### src/rtl/branch_resolve_unit.sv
// ============================================================================
// branch_resolve_unit
// ----------------------------------------------------------------------------
// Purpose:
//   Evaluates a branch condition on two forwarded operands and returns the
//   outcome one cycle later. A table of 2-bit saturating counters predicts
//   the branch direction. Fetch reads that prediction combinationally, and
//   each accepted conditional branch trains the table.
//
// Optional feature:
//   BRANCH_STATS_EN - when defined, two saturating statistics counters are
//                     built: resolved conditional branches and mispredicted
//                     conditional branches. When undefined, no counter flops
//                     exist and both statistics outputs read as zero.
//
// Ports:
//   clk           in   1      rising-edge clock
//   reset         in   1      synchronous, active-high, dominant over requests
//   lk_pc         in   32     fetch PC used for the prediction lookup
//   lk_taken      out  1      predicted direction (counter MSB), combinational
//   req_valid     in   1      decode presents a branch this cycle
//   req_cond      in   3      0 none,1 beq,2 bne,3 bgez,4 bgtz,5 blez,6 bltz,7 always
//   req_pc        in   32     PC of the branch in decode
//   req_pred      in   1      prediction carried down from fetch
//   cmp0          in   WIDTH  rs operand
//   cmp1          in   WIDTH  rt operand
//   flush         in   1      kills the request presented this cycle
//   res_valid     out  1      registered outcome valid
//   res_taken     out  1      registered actual direction
//   res_mispred   out  1      registered (actual != predicted)
//   stat_branches out  CNT_W  resolved conditional branch count
//   stat_mispred  out  CNT_W  mispredicted conditional branch count
// ============================================================================
module branch_resolve_unit #(
    parameter int WIDTH     = 32,
    parameter int PHT_DEPTH = 16,
    parameter int IDX_LSB   = 2,
    parameter int CNT_W     = 32
) (
    input  logic             clk,
    input  logic             reset,
    input  logic [31:0]      lk_pc,
    output logic             lk_taken,
    input  logic             req_valid,
    input  logic [2:0]       req_cond,
    input  logic [31:0]      req_pc,
    input  logic             req_pred,
    input  logic [WIDTH-1:0] cmp0,
    input  logic [WIDTH-1:0] cmp1,
    input  logic             flush,
    output logic             res_valid,
    output logic             res_taken,
    output logic             res_mispred,
    output logic [CNT_W-1:0] stat_branches,
    output logic [CNT_W-1:0] stat_mispred
);

    localparam int IDX_W = $clog2(PHT_DEPTH);

    localparam logic [2:0] COND_NONE   = 3'd0;
    localparam logic [2:0] COND_BEQ    = 3'd1;
    localparam logic [2:0] COND_BNE    = 3'd2;
    localparam logic [2:0] COND_BGEZ   = 3'd3;
    localparam logic [2:0] COND_BGTZ   = 3'd4;
    localparam logic [2:0] COND_BLEZ   = 3'd5;
    localparam logic [2:0] COND_BLTZ   = 3'd6;
    localparam logic [2:0] COND_ALWAYS = 3'd7;

    localparam logic [1:0] PHT_WEAK_NT = 2'b01;

    // Saturating 2-bit counter step: taken moves toward 11, not-taken toward 00.
    function automatic logic [1:0] pht_next(input logic [1:0] cnt, input logic taken);
        logic [1:0] nxt;
        if (taken) begin
            nxt = (cnt == 2'b11) ? 2'b11 : (cnt + 2'b01);
        end else begin
            nxt = (cnt == 2'b00) ? 2'b00 : (cnt - 2'b01);
        end
        return nxt;
    endfunction

    logic [1:0]       r_pht [PHT_DEPTH];
    logic [IDX_W-1:0] w_lk_idx;
    logic [IDX_W-1:0] w_req_idx;
    logic             w_acc;
    logic             w_cond_br;
    logic             w_taken;
    logic             w_mispred;
    logic             w_neg;
    logic             w_zero;
    logic             w_eq;
    logic             r_res_valid;
    logic             r_res_taken;
    logic             r_res_mispred;

    // PC bits outside the index field are intentionally ignored.
    logic             w_unused_pc;
    assign w_unused_pc = &{1'b0, lk_pc, req_pc};

    assign w_lk_idx  = lk_pc[IDX_LSB +: IDX_W];
    assign w_req_idx = req_pc[IDX_LSB +: IDX_W];
    assign lk_taken  = r_pht[w_lk_idx][1];

    assign w_acc     = req_valid & ~flush;
    // Only real compare conditions train the table and count in stats.
    assign w_cond_br = (req_cond != COND_NONE) && (req_cond != COND_ALWAYS);

    assign w_neg  = cmp0[WIDTH-1];
    assign w_zero = ~|cmp0;
    assign w_eq   = (cmp0 == cmp1);

    // Signed condition evaluation of the decode-stage branch.
    always_comb begin
        w_taken = 1'b0;
        case (req_cond)
            COND_NONE:   w_taken = 1'b0;
            COND_BEQ:    w_taken = w_eq;
            COND_BNE:    w_taken = ~w_eq;
            COND_BGEZ:   w_taken = ~w_neg;
            COND_BGTZ:   w_taken = ~w_neg & ~w_zero;
            COND_BLEZ:   w_taken = w_neg | w_zero;
            COND_BLTZ:   w_taken = w_neg;
            COND_ALWAYS: w_taken = 1'b1;
            default:     w_taken = 1'b0;
        endcase
    end

    assign w_mispred = w_taken ^ req_pred;

    // Pattern history table: reset to weak-NT, trained by accepted conditional branches.
    always_ff @(posedge clk) begin
        if (reset) begin
            for (int i = 0; i < PHT_DEPTH; i++) begin
                r_pht[i] <= PHT_WEAK_NT;
            end
        end else if (w_acc && w_cond_br) begin
            r_pht[w_req_idx] <= pht_next(r_pht[w_req_idx], w_taken);
        end
    end

    // Registered outcome; direction and mispredict hold while no result is valid.
    always_ff @(posedge clk) begin
        if (reset) begin
            r_res_valid   <= 1'b0;
            r_res_taken   <= 1'b0;
            r_res_mispred <= 1'b0;
        end else begin
            r_res_valid <= w_acc;
            if (w_acc) begin
                r_res_taken   <= w_taken;
                r_res_mispred <= w_mispred;
            end
        end
    end

    assign res_valid   = r_res_valid;
    assign res_taken   = r_res_taken;
    assign res_mispred = r_res_mispred;

`ifdef BRANCH_STATS_EN
    localparam logic [CNT_W-1:0] CNT_ONE = {{(CNT_W-1){1'b0}}, 1'b1};

    // Counter increment that sticks at all-ones instead of wrapping.
    function automatic logic [CNT_W-1:0] sat_inc(input logic [CNT_W-1:0] v);
        logic [CNT_W-1:0] nxt;
        if (&v) begin
            nxt = v;
        end else begin
            nxt = v + CNT_ONE;
        end
        return nxt;
    endfunction

    logic [CNT_W-1:0] r_stat_br;
    logic [CNT_W-1:0] r_stat_mp;

    // Statistics for accepted conditional branches.
    always_ff @(posedge clk) begin
        if (reset) begin
            r_stat_br <= {CNT_W{1'b0}};
            r_stat_mp <= {CNT_W{1'b0}};
        end else if (w_acc && w_cond_br) begin
            r_stat_br <= sat_inc(r_stat_br);
            if (w_mispred) begin
                r_stat_mp <= sat_inc(r_stat_mp);
            end
        end
    end

    assign stat_branches = r_stat_br;
    assign stat_mispred  = r_stat_mp;
`else
    assign stat_branches = {CNT_W{1'b0}};
    assign stat_mispred  = {CNT_W{1'b0}};
`endif

endmodule

### config.mk
export PLATFORM = sky130hd
export DESIGN_NAME = branch_resolve_unit
export DESIGN_NICKNAME = d
export VERILOG_FILES = /design/src/rtl/branch_resolve_unit.sv
export SDC_FILE = /design/constraint.sdc
export NUM_CORES = 1
export LEC_CHECK = 0
export CELL_PAD_IN_SITES_DETAIL_PLACEMENT = 0
export CELL_PAD_IN_SITES_GLOBAL_PLACEMENT = 1
export CORE_UTILIZATION = 26
export DETAILED_ROUTE_END_ITERATION = 10
export PLACE_DENSITY = 0.91
export SKIP_CTS_REPAIR_TIMING = 1
export SLEW_MARGIN = 20
export SYNTH_ARGS = -nofsm -noshare
export SYNTH_HDL_FRONTEND = slang
export SYNTH_SLANG_ARGS = --single-unit
### constraint.sdc
create_clock -name clk -period 2.7 [get_ports clk]
set_input_delay 0.27 -clock clk [delete_from_list [all_inputs] [get_ports clk]]
set_output_delay 0.27 -clock clk [all_outputs]
set_load 0.1 [all_outputs]
[Yosys cells after proc, flatten, opt, wreduce, memory -nomap -nowiden]
Memory sizes are Yosys's and may differ from the RTL's.
Index checks and enable logic that the tools add are counted.
W data, S select, Z words.
Storage, ports and cells
  logic and storage cells: 45
  bits in writable memories: 32
  memories kept: 1
  output and inout bits: 68
  input port bits: 136
  register bits after elaboration: 3
Memories
  r_pht: depth 16, width 2, read ports 2, clocked after Yosys merged registers in 0, write ports 16, RTL line 82  | logic [1:0] r_pht [PHT_DEPTH];
Cells by class
  bitwise operators: 7
  $add $sub $neg: 2
  muxes and demuxes: 14
  equality and inequality tests: 10
  reductions and logical operators: 8
Operators by type and width (count)
  $eq A32 B32 Y1: 1
  $reduce_or A32 Y1: 1
  $eq A3 B3 Y1 const B: 4
  $mux W2: 6
  $pmux W1 S8: 1
  $eq A3 B2 Y1 const B: 2
  $mux W1: 6
  $mux W4: 1
  $eq A3 B1 Y1 const B: 1
  $logic_not A3 Y1: 1
  $ne A3 B3 Y1 const B: 1
  $not A1 Y1: 3
  $reduce_bool A3 Y1: 1
  $add A2 B1 Y2 const B: 1
  $and A1 B1 Y1: 2
  $eq A2 B2 Y1 const B: 1
  $logic_and A1 B1 Y1: 2
  $logic_not A2 Y1: 1
  $reduce_or A2 Y1: 1
  $sub A2 B1 Y2 const B: 1
  $logic_not A1 Y1: 1
  $or A1 B1 Y1: 1
  $xor A1 B1 Y1: 1

[Depth between registers and ports, before layout]
  word-level depth: 8
  gate-level depth with buffers: 8
  gate-level depth less buffers: 7

[Worst setup path after synthesis]
Ideal clock, no wire load.
  path kind: input to register
  start: in req_pc[2]
  end: mem r_pht[12][1], data pin
  data required time: 2446 ps
  library setup time: 254 ps
  stages: 8
  data arrival time: 2075 ps
  path slack: 370 ps
  path buffers: 2
  cells stage by stage: buf_6 -> mux4_1 -> mux4_2 -> nor2_2 -> nor3_1 -> a22oi_4 -> buf_6 -> nor2_2
RTL lines
  start: declaration: RTL line 46  | input logic [31:0] req_pc,
  end: declaration: RTL line 82

[Worst setup path after layout]
  start: in lk_pc[2]
  end: out lk_taken
On the way
  cells in the longest elaborated chain, start to end: 1
Ends and longest elaborated chain
  start: declaration: RTL line 42  | input logic [31:0] lk_pc,
  $mem_v2 Z16 W2
  end: declaration: RTL line 43  | output logic lk_taken,
No other way between the ends.

==> reports/qor.yml <==
status: "completed"
postLayoutCellArea_mm2: 0.00413
overflow: 0
cp_data_arrival_time_ns: 2.22
clock_path_buffers: 2
grt_start_max_net_pins: 20
cts.sinks: 35
clk_latency_ns: 0.28
rsz0062_at_grt: "no"
routedWlPerCell_um: 13.6
ff2ff_path_depth: 7
fin_crit_ns: 2.49
grt_first_pass_wirelength_um: 10700
fillers: 1069
dp_hpwl_um: 5870
wirelength_um: 7190
hold_viol: 0
syn_avg_cell_area_um2: 10.5
register_area_mm2: 0.00102
cts_root_buffer: "clkbuf_16"
clock_skew_ns: 0.00269
row_count: 38
die_x_um: 109
drv_slew: 0
synth_edf_count: 32
clkSlewWorstSetupHoldPaths_ns: 0.05
synth_common_cells: "65 x buf_4, 32 x edfxtp_1, 32 x xor2_1, 16 x nor4_1, 14 x nand2_1"
place_area_mm2: 0.00392
hold_path_depth: 2
totalPowerFinal_w: 0.00209
hold_start: "res_taken"
synth_top_area_share_pct: 32.1
r2r_setup_slack_ns: 0.28
powerDensity_mw_per_mm2: 505
postSynthCellCount: 286
die_y_um: 109
port_buffers: 83
dr.pass1.iters: 4
worstReg2RegEnd: "r_pht[12][1]"
die_area_mm2: 0.0120
area_growth_pct: 37.7
synth-main-ff-cell: "edfxtp_1"
yosys.area.top_type: "edfxtp_1"
cts_tree: "done"
vias_per_cell: 4.42
synth-seq-cells: 35
yosysSeqAreaShare_pct: 34.1
ant_nets: 0
grt_pass1_vias: 2216
critPathKind: "in2out"
remaining_drc_errors: 0
required_ns: 2.43
netlist_area_mm2: 0.00300
antenna_found_initial: 0
antenna_cells: 0
cap_violations: 0
power.leakage_nw: 1.59
final_layout_size_suffix_gt1_share_pct: 16.2
peakVddDrop_mv: 0.211
cts_buffers: 5
post-route-period-util_pct: 92.3
coreArea_mm2: 0.0110
vias: 2343
multiInputGateArea_mm2: 0.00167
async_flop_share_pct: 0
setup_viol: 0
place.gp.congestion: 0.809
clock.fmax_mhz: 401
ys_types: 36
layout_setup_ws_ns: 0.208
cp-end-kind: "primary output"
nNetsFinal: 525
initial_core_util_pct: 27.2
yosys-top-cells-area: "edfxtp_1 32%, buf_4 16%, xor2_1 9.3%"
setup_tns_ns: 0
cts-htree-levels: 2
yosys_warnings: 0
grt.total_usage_pct: 12.0
regToRegStartpoint: "r_pht[5][1]"
drt-initial-drc-count: 125
yosysMostFrequentCell: "buf_4"
min_path_type: "reg2reg"
min_to: "res_taken"
pre_cts_ws_ns: -0.273
worstSetupStartpointType: "input port"
pin_count: 204
cp_max_fo: 4
whs_ns: 0.473
cells by family (layout without fill, tap and decap cells):
group | count (synthesis) | in the layout | share of synthesized area, %
compound gates | 27 | 27 | 7.35
buf+inv | 74 | 115 | 18.0
other cells | 1 | 64 | 0.125
xor+xnor | 32 | 32 | 9.35
flops | 35 | 35 | 34.1
mux | 15 | 15 | 12.1
simple gates | 102 | 102 | 19.0
registers in the layout (all words and copies together), names as in the netlist:
signal       flops
r_pht           32
res_mispred      1
res_taken        1
res_valid        1
worst max-delay path by stage:
stage	startpoint	endpoint	slack (ns)	depth (start not counted)
6_report	lk_pc[2]	lk_taken	0.21	4
4_1_cts	req_pc[2]	r_pht[5][1]	0.008	9
3_5_place_dp	req_pc[2]	r_pht[5][1]	-0.27	9
3_3_place_gp	req_pc[2]	r_pht[5][1]	-0.24	9
2_1_floorplan	req_pc[2]	r_pht[12][1]	0.37	8
5_1_grt	cmp0[4]	r_pht[12][1]	0.11	11
area by class of cell:
| cell class | instances | share of cell area [%] |
|---|---|---|
| clock buffer | 5 | 3.03 |
| sequential | 35 | 24.7 |
| multi-input combinational | 240 | 40.5 |
| clock inverter | 3 | 0.940 |
| inverter | 1 | 0.0909 |
| tap | 140 | 4.24 |
| timing repair buffer | 106 | 26.5 |
critical path, cell delays in order:
cell             delay [ns]
clkdlybuf4s50_1        0.66
mux4_2                 0.58
mux4_2                 0.52
buf_12                 0.19
routing by layer:
metal  vias to the layer above  part of all wire (%)  global-route usage, %
met5                         -                     0                      0
met4                         0                   2.6                   4.86
met3                        17                   7.2                   2.55
met2                       127                    52                   21.9
met1                      1084                    38                   13.4
li1                       1115                     -                      -
cell usage in the layout (no fill, tap or decap), types with 6 or more instances in the layout:
cell type         n
nand2b_1         13
buf_4            20
clkdlybuf4s50_1  78
nor2_1           11
xor2_1           32
nor2_2           11
nor4_1           16
conb_1           64
mux4_2            9
nor2b_1           9
mux4_1            6
nand2_1          14
edfxtp_1         32
clkbuf_16         7
o21bai_1         13
power by group:
group | switching [W] | internal (W)
Combinational | 0.000586 | 0.000246
Sequential | 0.00000697 | 0.000606
Clock | 0.000212 | 0.000430
Total | 0.000805 | 0.00128
through the flow:
| step | std cells | utilization (%) |
|---|---|---|
| 2_1_floorplan | 349 | - |
| 3_3_place_gp | 520 | 35.5 |
| 3_5_place_dp | 520 | 35.5 |
| 4_1_cts | 528 | 37.0 |
| 5_1_grt | 530 | 37.4 |
| 6_report | 530 | 37.4 |
No activity file was read; power rests on OpenSTA's default activity.
